`src/rtl/cam_pkg.sv`:
```
// Shared constants and FSM encoding for the camera capture path and the
// ping-pong buffer reader that consumes its frames.
package cam_pkg;

    localparam int IMG_W        = 480;
    localparam int IMG_H        = 272;
    localparam int TOTAL_PIXELS = IMG_W * IMG_H;
    localparam int ADDR_W       = 17;

    typedef enum logic [1:0] {
        S_IDLE = 2'b00,
        S_CAPT = 2'b01,
        S_DROP = 2'b10
    } state_t;

endpackage

```
`src/rtl/cam_pix_pack.sv`:
```
// Byte-pair packer: latches the high byte, then issues one registered
// RGB565 write (enable, address, data) one cycle after the low byte.
module cam_pix_pack
    import cam_pkg::*;
#(
    parameter int ADDR_BITS = ADDR_W
) (
    input  logic                 iClk,
    input  logic                 wRst,
    input  logic                 clr,
    input  logic                 byte_vld,
    input  logic [7:0]           byte_dt,
    input  logic                 wr_ok,
    input  logic [ADDR_BITS-1:0] pix_addr,
    output logic                 phase,
    output logic                 wr_en,
    output logic [ADDR_BITS-1:0] wr_addr,
    output logic [15:0]          wr_dt
);

    logic                 phase_r;
    logic [7:0]           hi_r;
    logic                 wr_en_r;
    logic [ADDR_BITS-1:0] wr_addr_r;
    logic [15:0]          wr_dt_r;
    logic                 pix_wr_s;

    // A pixel is written when the low byte arrives and the frame has room.
    always_comb begin
        pix_wr_s = byte_vld & phase_r & wr_ok;
    end

    // Byte phase, high-byte latch and the one-cycle write register.
    always_ff @(posedge iClk) begin
        if (wRst) begin
            phase_r   <= 1'b0;
            hi_r      <= 8'd0;
            wr_en_r   <= 1'b0;
            wr_addr_r <= '0;
            wr_dt_r   <= 16'd0;
        end else begin
            wr_en_r <= pix_wr_s;
            if (pix_wr_s) begin
                wr_addr_r <= pix_addr;
                wr_dt_r   <= {hi_r, byte_dt};
            end
            if (clr) begin
                phase_r <= 1'b0;
            end else if (byte_vld) begin
                if (!phase_r) begin
                    hi_r <= byte_dt;
                end
                phase_r <= ~phase_r;
            end
        end
    end

    assign phase   = phase_r;
    assign wr_en   = wr_en_r;
    assign wr_addr = wr_addr_r;
    assign wr_dt   = wr_dt_r;

endmodule

```
`src/rtl/cam_buf_wr.sv`:
```
// Camera capture stage: packs the byte stream into RGB565 pixels, writes
// whole frames into ping-pong buffer 0/1, and maintains the per-buffer full
// flags. Malformed frames are discarded; frames aimed at a full buffer are
// skipped.
module cam_buf_wr #(
    parameter int IMG_W  = cam_pkg::IMG_W,
    parameter int IMG_H  = cam_pkg::IMG_H,
    parameter int ADDR_W = cam_pkg::ADDR_W
) (
    input  logic              iClk,
    input  logic              wRst,
    input  logic              iCamVsync,
    input  logic              iCamHref,
    input  logic              iCamByteVld,
    input  logic [7:0]        iCamData,
    input  logic              iBuf0Rel,
    input  logic              iBuf1Rel,
    output logic              oWrEn,
    output logic [ADDR_W-1:0] oWrAddr,
    output logic [15:0]       oWrDt,
    output logic              oBufSel,
    output logic              oBuf0Full,
    output logic              oBuf1Full,
    output logic              oFrmDone,
    output logic              oFrmErr,
    output logic              oFrmDrop
);

    // Column and row counters saturate one past nominal so that overlong
    // lines or frames can never wrap back onto a legal value.
    localparam int                COL_W      = $clog2(IMG_W + 2);
    localparam int                ROW_W      = $clog2(IMG_H + 2);
    localparam logic [ADDR_W-1:0] PIX_LAST_L = ADDR_W'(IMG_W * IMG_H);
    localparam logic [COL_W-1:0]  COL_END_L  = COL_W'(IMG_W);
    localparam logic [COL_W-1:0]  COL_SAT_L  = COL_W'(IMG_W + 1);
    localparam logic [ROW_W-1:0]  ROW_END_L  = ROW_W'(IMG_H);
    localparam logic [ROW_W-1:0]  ROW_SAT_L  = ROW_W'(IMG_H + 1);

    cam_pkg::state_t   state_r;
    logic              vsync_d_r;
    logic              href_d_r;
    logic              next_sel_r;
    logic              buf_sel_r;
    logic              err_r;
    logic              buf0_full_r;
    logic              buf1_full_r;
    logic              done_r;
    logic              ferr_r;
    logic              drop_r;
    logic [ADDR_W-1:0] pix_cnt_r;
    logic [COL_W-1:0]  col_r;
    logic [ROW_W-1:0]  row_r;

    logic              vs_fall_s;
    logic              vs_rise_s;
    logic              hr_fall_s;
    logic              byte_s;
    logic              phase_s;
    logic              wr_ok_s;
    logic              pix_wr_s;
    logic              pix_ovf_s;
    logic              target_full_s;
    logic              capt_entry_s;
    logic              line_end_s;
    logic              line_bad_s;
    logic              pack_clr_s;
    logic              err_next_s;
    logic [ROW_W-1:0]  row_next_s;
    logic              commit_s;
    logic              commit_ev_s;
    logic              set0_s;
    logic              set1_s;

    // Sync edges, byte qualification and overflow guard.
    always_comb begin
        vs_fall_s     = vsync_d_r & ~iCamVsync;
        vs_rise_s     = ~vsync_d_r & iCamVsync;
        hr_fall_s     = href_d_r & ~iCamHref;
        byte_s        = (state_r == cam_pkg::S_CAPT) & iCamByteVld & iCamHref;
        wr_ok_s       = (pix_cnt_r != PIX_LAST_L);
        pix_wr_s      = byte_s & phase_s & wr_ok_s;
        pix_ovf_s     = byte_s & phase_s & ~wr_ok_s;
        target_full_s = next_sel_r ? buf1_full_r : buf0_full_r;
        capt_entry_s  = (state_r == cam_pkg::S_IDLE) & vs_fall_s & ~target_full_s;
        line_end_s    = (state_r == cam_pkg::S_CAPT) & hr_fall_s;
        line_bad_s    = (col_r != COL_END_L) | phase_s;
        pack_clr_s    = capt_entry_s | line_end_s;
    end

    // Error and row state after this cycle's byte and line end, so that a
    // VSYNC rise in the same cycle judges the frame on its final contents.
    always_comb begin
        err_next_s = err_r | pix_ovf_s;
        row_next_s = row_r;
        if (line_end_s) begin
            err_next_s = err_r | pix_ovf_s | line_bad_s;
            if (row_r == ROW_SAT_L) begin
                row_next_s = row_r;
            end else begin
                row_next_s = row_r + ROW_W'(1);
            end
        end else begin
            row_next_s = row_r;
        end
        commit_s    = (row_next_s == ROW_END_L) & ~err_next_s;
        commit_ev_s = (state_r == cam_pkg::S_CAPT) & vs_rise_s & commit_s;
        set0_s      = commit_ev_s & ~buf_sel_r;
        set1_s      = commit_ev_s & buf_sel_r;
    end

    // Delayed sync copies for edge detection.
    always_ff @(posedge iClk) begin
        if (wRst) begin
            vsync_d_r <= 1'b0;
            href_d_r  <= 1'b0;
        end else begin
            vsync_d_r <= iCamVsync;
            href_d_r  <= iCamHref;
        end
    end

    // Capture FSM with frame counters and the done/error/drop pulses.
    always_ff @(posedge iClk) begin
        if (wRst) begin
            state_r    <= cam_pkg::S_IDLE;
            next_sel_r <= 1'b0;
            buf_sel_r  <= 1'b0;
            err_r      <= 1'b0;
            pix_cnt_r  <= '0;
            col_r      <= '0;
            row_r      <= '0;
            done_r     <= 1'b0;
            ferr_r     <= 1'b0;
            drop_r     <= 1'b0;
        end else begin
            done_r <= 1'b0;
            ferr_r <= 1'b0;
            drop_r <= 1'b0;
            case (state_r)
                cam_pkg::S_IDLE: begin
                    if (vs_fall_s) begin
                        if (target_full_s) begin
                            state_r <= cam_pkg::S_DROP;
                        end else begin
                            state_r   <= cam_pkg::S_CAPT;
                            buf_sel_r <= next_sel_r;
                            pix_cnt_r <= '0;
                            col_r     <= '0;
                            row_r     <= '0;
                            err_r     <= 1'b0;
                        end
                    end
                end
                cam_pkg::S_CAPT: begin
                    if (pix_wr_s) begin
                        pix_cnt_r <= pix_cnt_r + ADDR_W'(1);
                        if (col_r != COL_SAT_L) begin
                            col_r <= col_r + COL_W'(1);
                        end
                    end
                    if (line_end_s) begin
                        col_r <= '0;
                    end
                    row_r <= row_next_s;
                    err_r <= err_next_s;
                    if (vs_rise_s) begin
                        state_r <= cam_pkg::S_IDLE;
                        if (commit_s) begin
                            done_r     <= 1'b1;
                            next_sel_r <= ~next_sel_r;
                        end else begin
                            ferr_r <= 1'b1;
                        end
                    end
                end
                cam_pkg::S_DROP: begin
                    if (vs_rise_s) begin
                        drop_r  <= 1'b1;
                        state_r <= cam_pkg::S_IDLE;
                    end
                end
                default: begin
                    state_r <= cam_pkg::S_IDLE;
                end
            endcase
        end
    end

    // Buffer full flags: commit sets, reader release clears, set wins.
    always_ff @(posedge iClk) begin
        if (wRst) begin
            buf0_full_r <= 1'b0;
            buf1_full_r <= 1'b0;
        end else begin
            if (set0_s) begin
                buf0_full_r <= 1'b1;
            end else if (iBuf0Rel) begin
                buf0_full_r <= 1'b0;
            end
            if (set1_s) begin
                buf1_full_r <= 1'b1;
            end else if (iBuf1Rel) begin
                buf1_full_r <= 1'b0;
            end
        end
    end

    cam_pix_pack #(
        .ADDR_BITS (ADDR_W)
    ) u_pack (
        .iClk     (iClk),
        .wRst     (wRst),
        .clr      (pack_clr_s),
        .byte_vld (byte_s),
        .byte_dt  (iCamData),
        .wr_ok    (wr_ok_s),
        .pix_addr (pix_cnt_r),
        .phase    (phase_s),
        .wr_en    (oWrEn),
        .wr_addr  (oWrAddr),
        .wr_dt    (oWrDt)
    );

    assign oBufSel   = buf_sel_r;
    assign oBuf0Full = buf0_full_r;
    assign oBuf1Full = buf1_full_r;
    assign oFrmDone  = done_r;
    assign oFrmErr   = ferr_r;
    assign oFrmDrop  = drop_r;

endmodule

```
`config.mk`:
```
export PLATFORM = sky130hd
export DESIGN_NAME = cam_buf_wr
export DESIGN_NICKNAME = d
export VERILOG_FILES = /design/src/rtl/cam_pkg.sv /design/src/rtl/cam_pix_pack.sv /design/src/rtl/cam_buf_wr.sv
export SDC_FILE = /design/constraint.sdc
export NUM_CORES = 1
export LEC_CHECK = 0
export ABC_AREA = 1
export BUFFER_PORTS_ARGS = -buffer_cell sky130_fd_sc_hd__clkbuf_2
export CAP_MARGIN = 0
export CORE_MARGIN = 8
export CORE_UTILIZATION = 62
export DETAILED_ROUTE_END_ITERATION = 10
export PLACE_DENSITY = 0.93
export SLEW_MARGIN = 10
export SYNTH_ARGS = -nofsm -noshare
export SYNTH_HDL_FRONTEND = slang
export SYNTH_SLANG_ARGS = --single-unit
```
`constraint.sdc`:
```
create_clock -name iClk -period 4.53 [get_ports iClk]
set_clock_uncertainty 0.1 [all_clocks]
set_input_delay 0.2265 -clock iClk [delete_from_list [all_inputs] [get_ports iClk]]
set_output_delay 0.2265 -clock iClk [all_outputs]
set_load 0.03 [all_outputs]
```
==> results.toml <==
[detailed_routing]
via_per_inst = 5.51
drt-initial-drc-count = 214
drc = 0
antenna_left = 0
wl_um = 10800
wl_per_cell_um = 13.9
vias = 4307
drt_first_pass_iters = 5

[pwr]
total_power_mw = 1.40
power_density_nw_per_um2 = 287
leakage_nw = 1.95
ir_drop_mv = 0.180

[layout]
syn_to_final_growth_pct = 10.8
final_cells = 781
drive_gt1_frac = 0.126
stdcell_area_sq_um = 4890
final_util = 0.715
antenna_cells = 0
nets = 705

[clock_network]
cts_tree = "yes"
cts_buffers = 9
ctsHtreeMaxLevel = 3
cts.sinks = 90
cts_setup_buffers = 0
clock_path_buffers = 2
cts_root_buf = "clkbuf_8"
insertion_delay_ns = 0.37
clk_pin_slew_ns = 0.10

[logic_synthesis]
synth_top_cell_area_share = 0.409
synthTopCellsByArea = "dfxtp_1 (41%), nand2_1 (11%), nor2_1 (8.4%)"
syn_area_sq_um = 4410
yosys_warnings = 0
synth-seq-area-share = 0.409
synth_nets = 664
syn_inst = 639
synth_cell_type_count = 35
synth_top_area_cell = "dfxtp_1"
syn_area_per_cell_sq_um = 6.90
ys_seq_elements = 90

[sta]
min_period_over_period = 0.753
finalMaxSlewViolations = 0
tightest_slew_ns = 1.08
setup_ws_ns = 1.12
finalHoldViolations = 0
setup_viol = 0
setup_tns_ns = 0
slew_headroom = 0.278
timing.hold.ws_ns = 0.0143
fmax_ghz = 0.293
grt_setup_unrepaired = "false"
layout_min_cycle_time_ns = 3.41

[setup_path]
crit_type = "reg -> reg"
crit_path_end_kind = "flip-flop"
critPathLaunchType = "flip-flop"
worstPathRequired_ns = 4.69
cp_max_fo = 45
rr_worst_depth = 11
arrival_ns = 3.57

[min_path]
hold_path_class = "in -> reg"
hold_path_depth = 3

[floorplanning]
io_pins = 55
die-width_um = 100
die_h_um = 100
coreArea_sq_um = 6830
std_cell_rows = 30
start_util = 0.646
dieArea_sq_um = 10100

[placed_design]
dp.cells = 763
dpl_cell_area_sq_um = 4680
gp_congestion = 0.988
port_buffers = 54
pre_cts_slack_ns = 1.18
hpwl_um = 7660

[global_route]
grt_start_max_net_pins = 46
grt_overflow = 0
antenna_found_initial = 0
grtUsageTotal = 0.217
grt_pass1_wl_um = 18100
grt_pass1_vias = 4219

[job]
drv_cap = 0

[status]
outcome = "completed"
## sequential cells by signal, summed over array words and instances (netlist names)
register        count
u_pack.hi_r         8
next_sel_r          1
oBufSel             1
state_r             2
u_pack.phase        1
u_pack.wr_dt       16
u_pack.wr_addr     17
vsync_d_r           1
err_r               1
row_r               9
href_d_r            1
oFrmDone            1
oFrmErr             1
col_r               9
oBuf0Full           1
pix_cnt_r          17
u_pack.wr_en        1
oFrmDrop            1
oBuf1Full           1
## critical path, cell delays in order, from the launching register on
cell     delay, ns
dfxtp_1       0.35
inv_1         0.09
ha_1          0.35
nand3_2       0.15
nor2_1        0.17
nand2_2       0.27
inv_2         0.61
nand2_1       0.44
nand2_2       0.39
nand3_1       0.14
o21ai_0       0.17
a21oi_1       0.05
## final cells by class
type / instances / area (sq um)
multi-input cells: 465 / 2270
fillers: 588 / 1940
flip-flops and latches: 90 / 1800
repair buffers: 56 / 290
inverters: 58 / 218
clock buffers: 9 / 124
well taps: 96 / 120
clock inverters: 7 / 67.6
## worst paths after layout
| check | startpoint | to | slack, ns |
|---|---|---|---|
| hold reg to reg | u_pack.hi_r[4] | u_pack.hi_r[4] | 0.37 |
| setup / recovery | state_r[1] | pix_cnt_r[4] | 1.12 |
| setup reg to reg | state_r[1] | pix_cnt_r[4] | 1.12 |
| hold / removal | iCamData[4] | u_pack.hi_r[4] | 0.01 |
## synth_stat cells (all sizes together)
cell,number
inv,58
a21oi,57
dfxtp,90
ha,10
mux2i,1
nor2,100
buf,9
nand3b,4
a211oi,1
and3,1
clkbuf,17
nand3,67
xor2,9
nor4,4
a2111oi,1
a21boi,1
nor3b,3
xnor2,2
nand2,138
o21ai,44
nand4,9
or2,1
nor3,12
## routing by layer
metal | track usage | vias to the layer above | part of all wire
met1 | 0.239 | 1960 | 0.41
met2 | 0.386 | 162 | 0.50
met3 | 0.0457 | 21 | 0.071
met4 | 0.107 | 0 | 0.019
li1 | - | 2164 | -
met5 | 0 | - | 0
## where the power goes
group,internal (mW),switching (mW)
registers,0.794,0.00192
clock network,0.216,0.326
logic,0.0171,0.0462
total,1.03,0.374
## kinds of logic (layout without fill, tap and decap cells)
kind of cell / Yosys count / after routing / share of synthesized area
adders and majority gates: 10 / 10 / 0.0284
DFF: 90 / 90 / 0.409
AOI/OAI and AO/OA: 104 / 104 / 0.123
xor gates and xnor gates: 11 / 11 / 0.0218
muxes: 1 / 1 / 0.00227
and+or+nand+nor: 339 / 339 / 0.338
buffers and inverters: 84 / 130 / 0.0777
## layout by cell type (no fill, tap or decap), drive strengths merged
master       count
a21oi           57
inv             63
nand4            9
nor2           100
a2111oi          1
xor2             9
o21ai           44
clkinv           1
nor3            12
xnor2            2
clkbuf          63
a211oi           1
dlygate4sd3      2
nand3b           4
nand3           67
or2              1
dfxtp           90
mux2i            1
nor3b            3
nor4             4
clkinvlp         1
a21boi           1
ha              10
and3             1
nand2          138
## repair_timing
item	CTS	global route
hold endpoints to repair	2	0
hold buffers	2	0
gates resized for setup	0	0
Power figures use the tool's default switching activity.
